**src/rtl/mem_port_arbiter.sv**
```systemverilog
// Multi-channel memory port arbiter: one outstanding data-cache transaction at a time,
// round-robin or fixed-priority grant, flush-aware read delivery.
//
// state | meaning
// IDLE  | no transaction; sample requests and register the winner's command
// BUSY  | command held on mem_*; waiting for mem_resp
// DRAIN | flushed read still in flight; response is swallowed when it arrives
module mem_port_arbiter #(
  parameter int NUM_CH = 2,
  parameter int ADDR_W = 32,
  parameter int DATA_W = 32,
  parameter int RR_EN  = 1
) (
  input  logic                       clk,
  input  logic                       rst,
  input  logic                       flush,
  input  logic [NUM_CH-1:0]          ch_read,
  input  logic [NUM_CH-1:0]          ch_write,
  input  logic [NUM_CH*ADDR_W-1:0]   ch_addr,
  input  logic [NUM_CH*DATA_W-1:0]   ch_wdata,
  input  logic [NUM_CH*DATA_W/8-1:0] ch_byte_enable,
  output logic [NUM_CH-1:0]          ch_resp,
  output logic [DATA_W-1:0]          ch_rdata,
  input  logic                       mem_resp,
  input  logic [DATA_W-1:0]          mem_rdata,
  output logic                       mem_read,
  output logic                       mem_write,
  output logic [ADDR_W-1:0]          mem_address,
  output logic [DATA_W-1:0]          mem_wdata,
  output logic [DATA_W/8-1:0]        mem_byte_enable
);

  localparam int BE_W = DATA_W / 8;
  localparam int CH_W = $clog2(NUM_CH);

  typedef enum logic [1:0] {IDLE = 2'd0, BUSY = 2'd1, DRAIN = 2'd2} state_t;

  state_t            r_state;
  logic [CH_W-1:0]   r_rr_ptr;
  logic [CH_W-1:0]   r_winner;
  logic              r_is_write;

  logic [NUM_CH-1:0] w_req;
  logic              w_any;
  logic [CH_W-1:0]   w_grant;
  logic              w_suppress;
  logic [CH_W-1:0]   w_ptr_next;

  function automatic logic [CH_W-1:0] scan_idx(input logic [CH_W-1:0] base, input int k);
    int s;
    s = (RR_EN != 0) ? (int'(base) + k) % NUM_CH : k;
    return CH_W'(s);
  endfunction

  // Under flush only writes may start; reads are held off until flush drops.
  assign w_req      = flush ? ch_write : (ch_read | ch_write);
  assign w_suppress = flush & ~r_is_write;
  assign w_ptr_next = (r_winner == CH_W'(NUM_CH - 1)) ? '0 : r_winner + CH_W'(1);

  always_comb begin
    w_any   = 1'b0;
    w_grant = '0;
    for (int k = 0; k < NUM_CH; k++) begin
      if (!w_any && w_req[scan_idx(r_rr_ptr, k)]) begin
        w_any   = 1'b1;
        w_grant = scan_idx(r_rr_ptr, k);
      end
    end
  end

  // Completion must land in the same cycle as mem_resp, so it is decoded here.
  always_comb begin
    ch_resp  = '0;
    ch_rdata = '0;
    if (r_state == BUSY && mem_resp && !w_suppress) begin
      ch_resp[r_winner] = 1'b1;
      ch_rdata          = mem_rdata;
    end
  end

  always_ff @(posedge clk or negedge rst) begin
    if (!rst) begin
      r_state         <= IDLE;
      r_rr_ptr        <= '0;
      r_winner        <= '0;
      r_is_write      <= 1'b0;
      mem_read        <= 1'b0;
      mem_write       <= 1'b0;
      mem_address     <= '0;
      mem_wdata       <= '0;
      mem_byte_enable <= '0;
    end else begin
      case (r_state)
        IDLE: begin
          if (w_any) begin
            r_winner        <= w_grant;
            r_is_write      <= ch_write[w_grant];
            mem_read        <= ~ch_write[w_grant];
            mem_write       <= ch_write[w_grant];
            mem_address     <= ch_addr[w_grant*ADDR_W +: ADDR_W];
            mem_wdata       <= ch_wdata[w_grant*DATA_W +: DATA_W];
            mem_byte_enable <= ch_byte_enable[w_grant*BE_W +: BE_W];
            r_state         <= BUSY;
          end
        end
        BUSY: begin
          if (mem_resp) begin
            r_state   <= IDLE;
            mem_read  <= 1'b0;
            mem_write <= 1'b0;
            r_rr_ptr  <= w_ptr_next;
          end else if (w_suppress) begin
            r_state <= DRAIN;
          end
        end
        DRAIN: begin
          if (mem_resp) begin
            r_state   <= IDLE;
            mem_read  <= 1'b0;
            mem_write <= 1'b0;
            r_rr_ptr  <= w_ptr_next;
          end
        end
        default: r_state <= IDLE;
      endcase
    end
  end

endmodule

```
**config.mk**
```make
export PLATFORM = sky130hd
export DESIGN_NAME = mem_port_arbiter
export DESIGN_NICKNAME = d
export VERILOG_FILES = /design/src/rtl/mem_port_arbiter.sv
export SDC_FILE = /design/constraint.sdc
export NUM_CORES = 1
export LEC_CHECK = 0
export ABC_AREA = 1
export BUFFER_PORTS_ARGS = -buffer_cell sky130_fd_sc_hd__buf_2
export CAP_MARGIN = 20
export CELL_PAD_IN_SITES_DETAIL_PLACEMENT = 0
export CELL_PAD_IN_SITES_GLOBAL_PLACEMENT = 1
export CORE_ASPECT_RATIO = 0.75
export CORE_MARGIN = 3
export CORE_UTILIZATION = 23
export CTS_CLUSTER_DIAMETER = 60
export CTS_CLUSTER_SIZE = 28
export DETAILED_ROUTE_END_ITERATION = 7
export PLACE_DENSITY = 0.78
export SYNTH_ARGS = -nofsm -noshare
export SYNTH_HDL_FRONTEND = slang
export SYNTH_SLANG_ARGS = --single-unit
```
**constraint.sdc**
```tcl
create_clock -name clk -period 2.5 [get_ports clk]
set_clock_uncertainty 0.05 [all_clocks]
set_input_delay 0.125 -clock clk [delete_from_list [all_inputs] [get_ports clk]]
set_output_delay 0.125 -clock clk [all_outputs]
set_load 0.03 [all_outputs]
```
==> results.toml, run 1 <==
[outcome]
result_of_the_run = "completed"

[cells_and_area]
syn2layout_area_growth_pct = 45.8
most_frequent_standard_cell_in_the_layout_excluding_fill_and_tap_cells = "sky130_fd_sc_hd__nand2_1"
fillerInstances = 1971
most_frequent_cells_in_the_layout = "sky130_fd_sc_hd__nand2_1 (362), sky130_fd_sc_hd__buf_2 (278), sky130_fd_sc_hd__dfrtp_1 (75)"
n_antenna_cell = 0
final_layout_size_suffix_gt1_share_pct = 34.1
fin_nets = 1090

[clock_tree]
htreeDepth = 3
max-clock-path-buffers = 2
cts.sink_count = 75
tritoncts.num_buffers = 9
cts_root_buffer = "sky130_fd_sc_hd__clkbuf_16"
clk_latency_ns = 0.33
tritoncts_clock_tree = "yes"
cts.repair.resized = 0
clkTransAtPathRegs_ns = 0.06

[setup_path]
timing.critical_path.from_type = "register"
worstPathMaxFanout = 34
endpoint_kind = "primary output"
cp.arrival_ns = 1.88
crit_type = "register to primary output"
worstPathRequired_ns = 2.33
rr_worst_depth = 8

[power_and_ir_drop]
p_clk_share_pct = 16.9
p_seq_share_pct = 27.8
pwr-share-comb_pct = 55.3
cell_internal_pwr_w = 0.00376
pwr_density_cell_nw_per_um2 = 1240
p_switching_w = 0.00384
power.share.switching_pct = 50.5
max-vdd-ir-drop_uv = 492
cellLeakagePower_nw = 3.93

[global_routing]
via_count_of_the_first_global_routing_pass = 4267
grt_util_met1_pct = 18.9
gr-total-overflow = 0
number_of_antenna_violations_at_the_first_check_in_global_routing = 0
met3_track_utilization_from_global_routing_pct = 4.79
grt_max_degree = 76
grt_usage_pct = 13.6
wire_length_of_the_first_global_routing_pass_um = 21700
global_route.usage.met2_pct = 20.5
busiest_layer = "met2"

[yosys]
synthesis.area_um2 = 4220
synth_cell_type_count = 17
fraction_of_the_yosys_area_taken_by_sequential_cells_pct = 44.5
yosys_warnings = 0
synth_area_per_cell_um2 = 6.54
post_synth_inst_count = 645
synth.ff_latch_count = 75
synth_top_area_share_pct = 44.5
synth_top_area_cell = "sky130_fd_sc_hd__dfrtp_1"
synth_nets = 826
synth_area_leaders = "sky130_fd_sc_hd__dfrtp_1 (45%), sky130_fd_sc_hd__nand2_1 (32%), sky130_fd_sc_hd__nand3_1 (8.4%)"

[sta]
period_share_pct = 82.0
rsz0062_at_grt = "false"
timing.slew.headroom_pct = 35.4
totalNegativeSetupSlack_ns = 0
finalWorstPathRequiredPeriod_ns = 2.05
timing_worst_slew_pin_value_ns = 0.970
fmaxAchievable_mhz = 488
fin_ws_ns = 0.450
report.final.hold_viol_count = 0
timing.final.setup_violations = 0
timing.final.max_slew_violations = 0

[detailed_routing]
detailroute.via_count = 4670
wl_um = 14300
drt_pre_antenna_iters = 4
mean_routed_wirelength_per_cell_um = 12.4
postRouteAntennaNets = 0
viasPerCell = 4.04
detail_route.drc_violations = 0
number_of_drc_markers_after_the_initial_detailed_route_iteration = 262

[floorplanning]
floorplan_die_width_um = 162
row_count = 42
dieArea_um2 = 20000
effective_utilization_at_floorplan_pct = 23.7
design.portCount = 280
placeableCoreArea_um2 = 17800
die_y_um = 123

[worst_hold_path]
holdPathStages = 5
min-delay-path-class = "input port to register"

[run]
cap_violations = 0

[placed_design]
globalplace.congestion = 0.749
place_worst_setup_slack_ns = 0.802
detailed_place_hpwl_um = 10800
port-buffer-count = 279
-- power groups by stage --
| stage | Sequential [W] | Clock (W) | Combinational [W] |
|---|---|---|---|
| 2_1_floorplan | 0.00319 | 0 | 0.00189 |
| 3_3_place_gp | 0.00211 | 0 | 0.00428 |
| 3_5_place_dp | 0.00212 | 0 | 0.00430 |
| 4_1_cts | 0.00212 | 0.00135 | 0.00429 |
| 5_1_grt | 0.00220 | 0.00138 | 0.00470 |
| 6_report | 0.00212 | 0.00128 | 0.00421 |
-- layout make-up --
class | instances | area [um2] | share of cell area [%]
sequential | 75 | 1880 | 30.5
clock inverter | 7 | 68.8 | 1.12
inverter | 45 | 169 | 2.75
timing repair buffer | 291 | 1510 | 24.5
multi-input combinational | 487 | 2000 | 32.5
tap | 242 | 303 | 4.93
clock buffer | 9 | 225 | 3.66
-- synth_stat cells --
| master | count |
|---|---|
| sky130_fd_sc_hd__a21boi_0 | 1 |
| sky130_fd_sc_hd__a21oi_1 | 4 |
| sky130_fd_sc_hd__a21oi_4 | 1 |
| sky130_fd_sc_hd__a31oi_1 | 1 |
| sky130_fd_sc_hd__buf_2 | 17 |
| sky130_fd_sc_hd__buf_4 | 2 |
| sky130_fd_sc_hd__buf_6 | 1 |
| sky130_fd_sc_hd__clkbuf_1 | 18 |
| sky130_fd_sc_hd__dfrtp_1 | 75 |
| sky130_fd_sc_hd__ha_1 | 5 |
| sky130_fd_sc_hd__inv_1 | 42 |
| sky130_fd_sc_hd__inv_2 | 3 |
| sky130_fd_sc_hd__nand2_1 | 364 |
| sky130_fd_sc_hd__nand2_2 | 1 |
| sky130_fd_sc_hd__nand3_1 | 71 |
| sky130_fd_sc_hd__nor2_1 | 35 |
| sky130_fd_sc_hd__o21ai_0 | 4 |
-- worst max-delay path, stage by stage (launching register included) --
cell,delay (ns)
sky130_fd_sc_hd__dfrtp_1,0.40
sky130_fd_sc_hd__inv_1,0.11
sky130_fd_sc_hd__ha_1,0.16
sky130_fd_sc_hd__a21boi_0,0.22
sky130_fd_sc_hd__nand2_1,0.07
sky130_fd_sc_hd__buf_4,0.23
sky130_fd_sc_hd__nor2_1,0.12
sky130_fd_sc_hd__buf_2,0.21
-- per-stage QoR --
stage	power [W]	utilization (%)	hold WS, ns	instance area, um2	instances
floorplan	0.00508	-	-0.221	4220	645
global placement	0.00640	32.7	0.306	5830	1138
detailed placement	0.00642	32.7	0.311	5830	1138
CTS	0.00776	34.5	0.00884	6150	1156
global route	0.00829	34.5	0.0314	6150	1156
finish	0.00761	34.5	0.0209	6150	1156
-- logic make-up (layout without fill, tap and decap cells) --
group                      count (synthesis)  count (layout)  share of synthesized area [%]
DFF                                       75              75                           44.5
buffers and inverters                     83             352                           8.25
adders and majority gates                  5               5                           1.48
AOI/OAI and AO/OA                         11              11                           1.66
and+or+nand+nor                          471             471                           44.1
-- worst paths after layout --
check                             start        endpoint  slack (ns)
min reg2reg                mem_wdata[0]    mem_wdata[0]        0.42
min                         ch_wdata[3]    mem_wdata[3]        0.02
max in group asynchronous           rst      r_is_write        1.31
min in group asynchronous           rst  mem_address[8]        0.46
max                          r_state[1]    ch_rdata[12]        0.45
max reg2reg                  r_state[0]   mem_wdata[28]        0.88
-- registers in the layout, indices dropped and copies added (netlist names) --
name,flops
mem_address,32
r_rr_ptr,1
r_is_write,1
r_state,2
mem_read,1
r_winner,1
mem_byte_enable,4
mem_wdata,32
mem_write,1
-- per-layer routing --
metal	wire [um]	vias to the layer above
met1	6740	2022
met3	1250	7
met5	0	-
li1	-	2481
met4	107	0
met2	6200	160
-- repair_timing --
item                                   in CTS  in global routing
endpoints found under the hold margin      76                  0
hold buffers                                2                  0
buffers inserted                            0                  0
Power figures use the tool's default switching activity.
==> run 2: changes to the inputs <==
Settings changed: ABC_AREA 1 to 0, PLACE_DENSITY 0.78 to 0.76.
Clock period 2.5 ns to 2 ns, I/O delays scaled along.
==> results.toml, run 2 <==
[outcome]
result_of_the_run = "completed"

[floorplanning]
effective_utilization_at_floorplan_pct = 24.2
placeableCoreArea_um2 = 16500
row_count = 40
die_y_um = 120
dieArea_um2 = 18900
design.portCount = 280
floorplan_die_width_um = 158

[global_routing]
gr-total-overflow = 0
via_count_of_the_first_global_routing_pass = 4768
grt_usage_pct = 16.5
wire_length_of_the_first_global_routing_pass_um = 25200
number_of_antenna_violations_at_the_first_check_in_global_routing = 0
grt_max_degree = 70

[yosys]
synthMostInstantiatedCell = "sky130_fd_sc_hd__dfrtp_1"
synthesis.area_um2 = 3980
post_synth_inst_count = 466
synth_flop_cell = "sky130_fd_sc_hd__dfrtp_1"
synth_nets = 647
synth_cell_type_count = 37
synth_top_area_share_pct = 47.1
synth_area_per_cell_um2 = 8.54
asyncSetResetFlopFracSynth_pct = 100
synth_top_area_cell = "sky130_fd_sc_hd__dfrtp_1"
synth_area_leaders = "sky130_fd_sc_hd__dfrtp_1 (47%), sky130_fd_sc_hd__a31oi_1 (11%), sky130_fd_sc_hd__a21oi_1 (8.8%)"
netlist_top_cells_count = "sky130_fd_sc_hd__dfrtp_1 (75), sky130_fd_sc_hd__a21oi_1 (70), sky130_fd_sc_hd__a31oi_1 (69), sky130_fd_sc_hd__nor2_1 (69), sky130_fd_sc_hd__o21ai_0 (64)"
yosys_warnings = 0
synth.ff_latch_count = 75
fraction_of_the_yosys_area_taken_by_sequential_cells_pct = 47.1
synth_enable_flop_cells = 0

[cells_and_area]
multi_input_area_um2 = 1900
n_antenna_cell = 0
fillerInstances = 1690
most_frequent_cells_in_the_layout = "sky130_fd_sc_hd__buf_2 (272), sky130_fd_sc_hd__dfrtp_1 (75), sky130_fd_sc_hd__a21oi_1 (70)"
final_layout_size_suffix_gt1_share_pct = 40.0
final_cells = 1008
syn2layout_area_growth_pct = 67.0
largestRegisters = "mem_address x32, mem_wdata x32, mem_byte_enable x4"
fin_nets = 974
layout.area.seq_um2 = 1880
most_frequent_standard_cell_in_the_layout_excluding_fill_and_tap_cells = "sky130_fd_sc_hd__buf_2"

[detailed_routing]
wl_um = 16300
number_of_drc_markers_after_the_initial_detailed_route_iteration = 267
detailroute.via_count = 4737
postRouteAntennaNets = 0
mean_routed_wirelength_per_cell_um = 16.2
viasPerCell = 4.70
detail_route.drc_violations = 0
drt_pre_antenna_iters = 4

[sta]
totalNegativeSetupSlack_ns = 0
rsz0062_at_grt = "false"
finalWorstPathRequiredPeriod_ns = 1.89
fmaxAchievable_mhz = 530
report.final.hold_viol_count = 0
holdWs_ns = 0.0294
timing_worst_slew_pin_value_ns = 0.464
timing.final.max_slew_violations = 0
period_share_pct = 94.4
timing.final.setup_violations = 0
timing.slew.headroom_pct = 69.0

[clock_tree]
clk_latency_ns = 0.32
max-clock-path-buffers = 2
cts_root_buffer = "sky130_fd_sc_hd__clkbuf_16"
tritoncts.num_buffers = 9
htreeDepth = 3
clkTransAtPathRegs_ns = 0.06
tritoncts_clock_tree = "yes"
cts.sink_count = 75
cts_setup_buffers = 0

[setup_path]
crit_type = "register to primary output"
endpoint_kind = "primary output"
cp.arrival_ns = 1.74
timing.critical_path.from_type = "register"
worstPathMaxFanout = 34
worstPathRequired_ns = 1.85

[power_and_ir_drop]
p_switching_w = 0.00499
max-vdd-ir-drop_uv = 846
cell_internal_pwr_w = 0.00536
cellLeakagePower_nw = 3.15
power.total_w = 0.0104
p_clk_share_pct = 16.6
p_seq_share_pct = 26.2
power.share.switching_pct = 48.2
pwr-share-comb_pct = 57.1
pwr_density_cell_nw_per_um2 = 1560

[placed_design]
dp.cells = 923
globalplace.congestion = 0.752
port-buffer-count = 279
detailed_place_hpwl_um = 11000

[run]
cap_violations = 0

[worst_hold_path]
min-delay-path-class = "input port to register"
## run 2: cell types whose count changed after synthesis, sizes merged, moves of 33 or more
| cell | delta |
|---|---|
| a31oi | +68 |
| inv | -41 |
| nand3 | -71 |
| o21ai | +65 |
| a21oi | +65 |
| nor2 | +34 |
| and2 | +33 |
| nand2 | -364 |
## run 2: final timing paths
kind / startpoint / to / slack, ns / depth (start not counted)
max: r_state[1] / ch_rdata[27] / 0.11 / 6
min: ch_addr[33] / mem_address[1] / 0.03 / 3
max reg2reg: r_state[1] / mem_byte_enable[3] / 0.27 / 6
min reg2reg: mem_read / mem_read / 0.44 / 1
max in group asynchronous: rst / mem_wdata[2] / 1.05 / 3
min in group asynchronous: rst / mem_address[11] / 0.23 / 2
## run 2: logic make-up (layout without fill, tap and decap cells)
| kind of cell | count (synthesis) | in the layout | synth area share [%] |
|---|---|---|---|
| AOI/OAI and AO/OA | 219 | 219 | 31.2 |
| adders and majority gates | 5 | 5 | 1.57 |
| buffers and inverters | 51 | 383 | 5.88 |
| DFF | 75 | 75 | 47.1 |
| and+or+nand+nor | 113 | 113 | 13.4 |
| muxes | 3 | 3 | 0.817 |
## run 2: power groups by stage
| stage | combinational (W) | sequential, W | clock (W) |
|---|---|---|---|
| CTS | 0.00592 | 0.00271 | 0.00180 |
| global placement | 0.00579 | 0.00271 | 0 |
| global route | 0.00645 | 0.00281 | 0.00185 |
| detailed placement | 0.00581 | 0.00271 | 0 |
| floorplan | 0.00255 | 0.00414 | 0 |
| finish | 0.00592 | 0.00272 | 0.00172 |
## run 2: layer usage
| layer | vias to the layer above | GRT usage [%] | part of all wire, % |
|---|---|---|---|
| met5 | - | 0 | 0 |
| met2 | 175 | 27.1 | 47 |
| met3 | 16 | 4.90 | 7.1 |
| met4 | 0 | 3.20 | 0.95 |
| li1 | 2315 | - | - |
| met1 | 2231 | 21.6 | 45 |
## run 2: area by class of cell
type | instances | area share (%)
clock inverters | 5 | 1.17
well taps | 210 | 3.95
inverters | 4 | 0.226
multi-input cells | 340 | 28.6
repair buffers | 363 | 34.3
clock buffers | 11 | 3.50
flip-flops and latches | 75 | 28.2
## run 2: critical path, stage by stage (launching register included)
cell,delay (ns)
sky130_fd_sc_hd__dfrtp_1,0.40
sky130_fd_sc_hd__inv_1,0.13
sky130_fd_sc_hd__ha_2,0.21
sky130_fd_sc_hd__and3_4,0.19
sky130_fd_sc_hd__buf_12,0.15
sky130_fd_sc_hd__and2_1,0.14
sky130_fd_sc_hd__buf_2,0.19
## run 2: timing repair
item / 4_1_cts / 5_1_grt
gates resized for setup: 1 / 11
endpoints found under the setup margin: 1 / 37
hold buffers: 69 / 0
endpoints found under the hold margin: 98 / 0
## run 2: stage by stage
stage	cell area [um2]	utilization [%]	setup slack (ns)
floorplan	3980	-	0.387
global placement	5610	34.0	0.207
detailed placement	5610	34.0	0.148
CTS	6610	40.1	0.0415
global route	6650	40.4	0.00539
finish	6650	40.4	0.113
==> run 3: changes to the inputs <==
Clock period 2 ns to 1.8 ns, I/O delays scaled along.
==> results.toml, run 3 (synthesis results as in run 2) <==
[outcome]
result_of_the_run = "completed"

[sta]
timing.final.setup_violations = 0
report.final.hold_viol_count = 0
finalWorstPathRequiredPeriod_ns = 1.74
timing.slew.headroom_pct = 71.9
timing_worst_slew_pin_value_ns = 0.422
fmaxAchievable_mhz = 575
timing.final.max_slew_violations = 0
holdWs_ns = 0.0105
rsz0062_at_grt = "true"
period_share_pct = 96.5
fin_ws_ns = 0.0623

[placed_design]
dp.cells = 926
globalplace.congestion = 0.789
place_worst_setup_slack_ns = 0.120
dpl-instance-area_um2 = 5680
detailed_place_hpwl_um = 11300
port-buffer-count = 279

[run]
cap_violations = 0

[setup_path]
crit_type = "register to primary output"
crit_path_cell_trace = "inv_2 -> ha_4 -> and3_4 -> buf_12 -> and2_1 -> buf_4"
timing.critical_path.depth = 6
worstPathMaxFanout = 17
critical-path-max-stage-delay_ns = 0.39
critical_path.n_buffers_inverters = 3
startpoint = "r_state[1]"
critical_path.slowest_cell = "sky130_fd_sc_hd__dfrtp_1"
cp.arrival_ns = 1.60
rr_worst_depth = 7
gate_family_responsible_for_the_most_delay_along_the_worst_path = "flip-flops"
timing.critical_path.from_type = "register"
worstPathRequired_ns = 1.66
endpoint_kind = "primary output"
rr_startpoint = "r_state[0]"

[clock_tree]
clk_latency_ns = 0.33
clkTransAtPathRegs_ns = 0.06
htreeDepth = 3
max-clock-path-buffers = 2
tritoncts_clock_tree = "yes"
cts.sink_count = 75
tritoncts.num_buffers = 9
cts_root_buffer = "sky130_fd_sc_hd__clkbuf_16"

[cells_and_area]
largestRegisters = "mem_address x32, mem_wdata x32, mem_byte_enable x4"
syn2layout_area_growth_pct = 79.4
fin_nets = 992
final_cells = 1026
final_area_um2 = 7140
most_frequent_cells_in_the_layout = "sky130_fd_sc_hd__buf_2 (244), sky130_fd_sc_hd__dlygate4sd3_1 (75), sky130_fd_sc_hd__dfrtp_1 (75)"
n_antenna_cell = 0
final_layout_size_suffix_gt1_share_pct = 43.5
most_frequent_standard_cell_in_the_layout_excluding_fill_and_tap_cells = "sky130_fd_sc_hd__buf_2"

[floorplanning]
die_y_um = 120
dieArea_um2 = 18900
placeableCoreArea_um2 = 16500
row_count = 40
floorplan_die_width_um = 158
design.portCount = 280
effective_utilization_at_floorplan_pct = 24.2

[detailed_routing]
detail_route.drc_violations = 0
number_of_drc_markers_after_the_initial_detailed_route_iteration = 347
wl_um = 17100
viasPerCell = 4.81
postRouteAntennaNets = 0
mean_routed_wirelength_per_cell_um = 16.7
detailroute.via_count = 4940
drt_pre_antenna_iters = 4

[global_routing]
wire_length_of_the_first_global_routing_pass_um = 25300
grt_usage_pct = 16.7
gr-total-overflow = 0
via_count_of_the_first_global_routing_pass = 4814
number_of_antenna_violations_at_the_first_check_in_global_routing = 0
grt_max_degree = 45

[power_and_ir_drop]
max-vdd-ir-drop_uv = 887
pwr_density_cell_nw_per_um2 = 1710
power.total_w = 0.0122
cellLeakagePower_nw = 3.30

[worst_hold_path]
hold_path.startpoint = "ch_wdata[50]"
min-delay-path-class = "input port to register"
holdPathStages = 3
[run 3: cell count changes in the layout (fill, tap and decap cells not counted), sizes merged]
cell / before / now
clkbuf: 17 / 11
clkinv: 2 / 5
buf: 288 / 305
bufinv: 2 / 1
dlygate4sd3: 69 / 75
clkinvlp: 1 / 0
[run 3: final timing paths]
path	to	slack, ns
worst max-delay path	ch_rdata[12]	0.06
worst min-delay path	mem_wdata[18]	0.01
worst max register to register	mem_wdata[25]	0.11
worst min register to register	mem_read	0.43
max in group asynchronous	mem_wdata[2]	0.99
min in group asynchronous	mem_address[10]	0.17
[run 3: metrics by stage]
step           util [%]  setup TNS, ns
6_report           43.4              0
5_1_grt            43.4        -0.0971
4_1_cts            42.2              0
3_5_place_dp       34.5              0
3_3_place_gp       34.5              0
2_1_floorplan         -              0
[run 3: routing by layer]
layer / track usage (%) / up-vias / wire length, um
met4: 3.96 / 0 / 167
met2: 27.5 / 210 / 8120
met3: 4.51 / 15 / 1140
li1: - / 2360 / -
met1: 22.0 / 2355 / 7650
met5: 0 / - / 0
[run 3: worst min-delay path, cell delays in order]
cell and delay (ns):
sky130_fd_sc_hd__buf_2 0.08, sky130_fd_sc_hd__a31oi_1 0.06, sky130_fd_sc_hd__a21oi_1 0.13
[run 3: cell type report]
type	instances	area, um2
fill	1637	9320
timing repair buffer	381	2680
multi-input combinational	340	2020
sequential	75	1880
tap	210	263
clock buffer	10	229
clock inverter	6	66.3
inverter	4	15.0
[run 3: power breakdown]
part	switching (W)	internal, W	total (W)
Clock	0.000726	0.00108	0.00180
Combinational	0.00463	0.00274	0.00737
Sequential	0.000459	0.00257	0.00302
[run 3: what timing repair did]
item	CTS	global route
setup endpoints to repair	34	87
buffers inserted	4	3
resized for setup	53	41
gates cloned	1	1
hold buffers	75	0
endpoints found under the hold margin	144	0
pin swaps	0	1
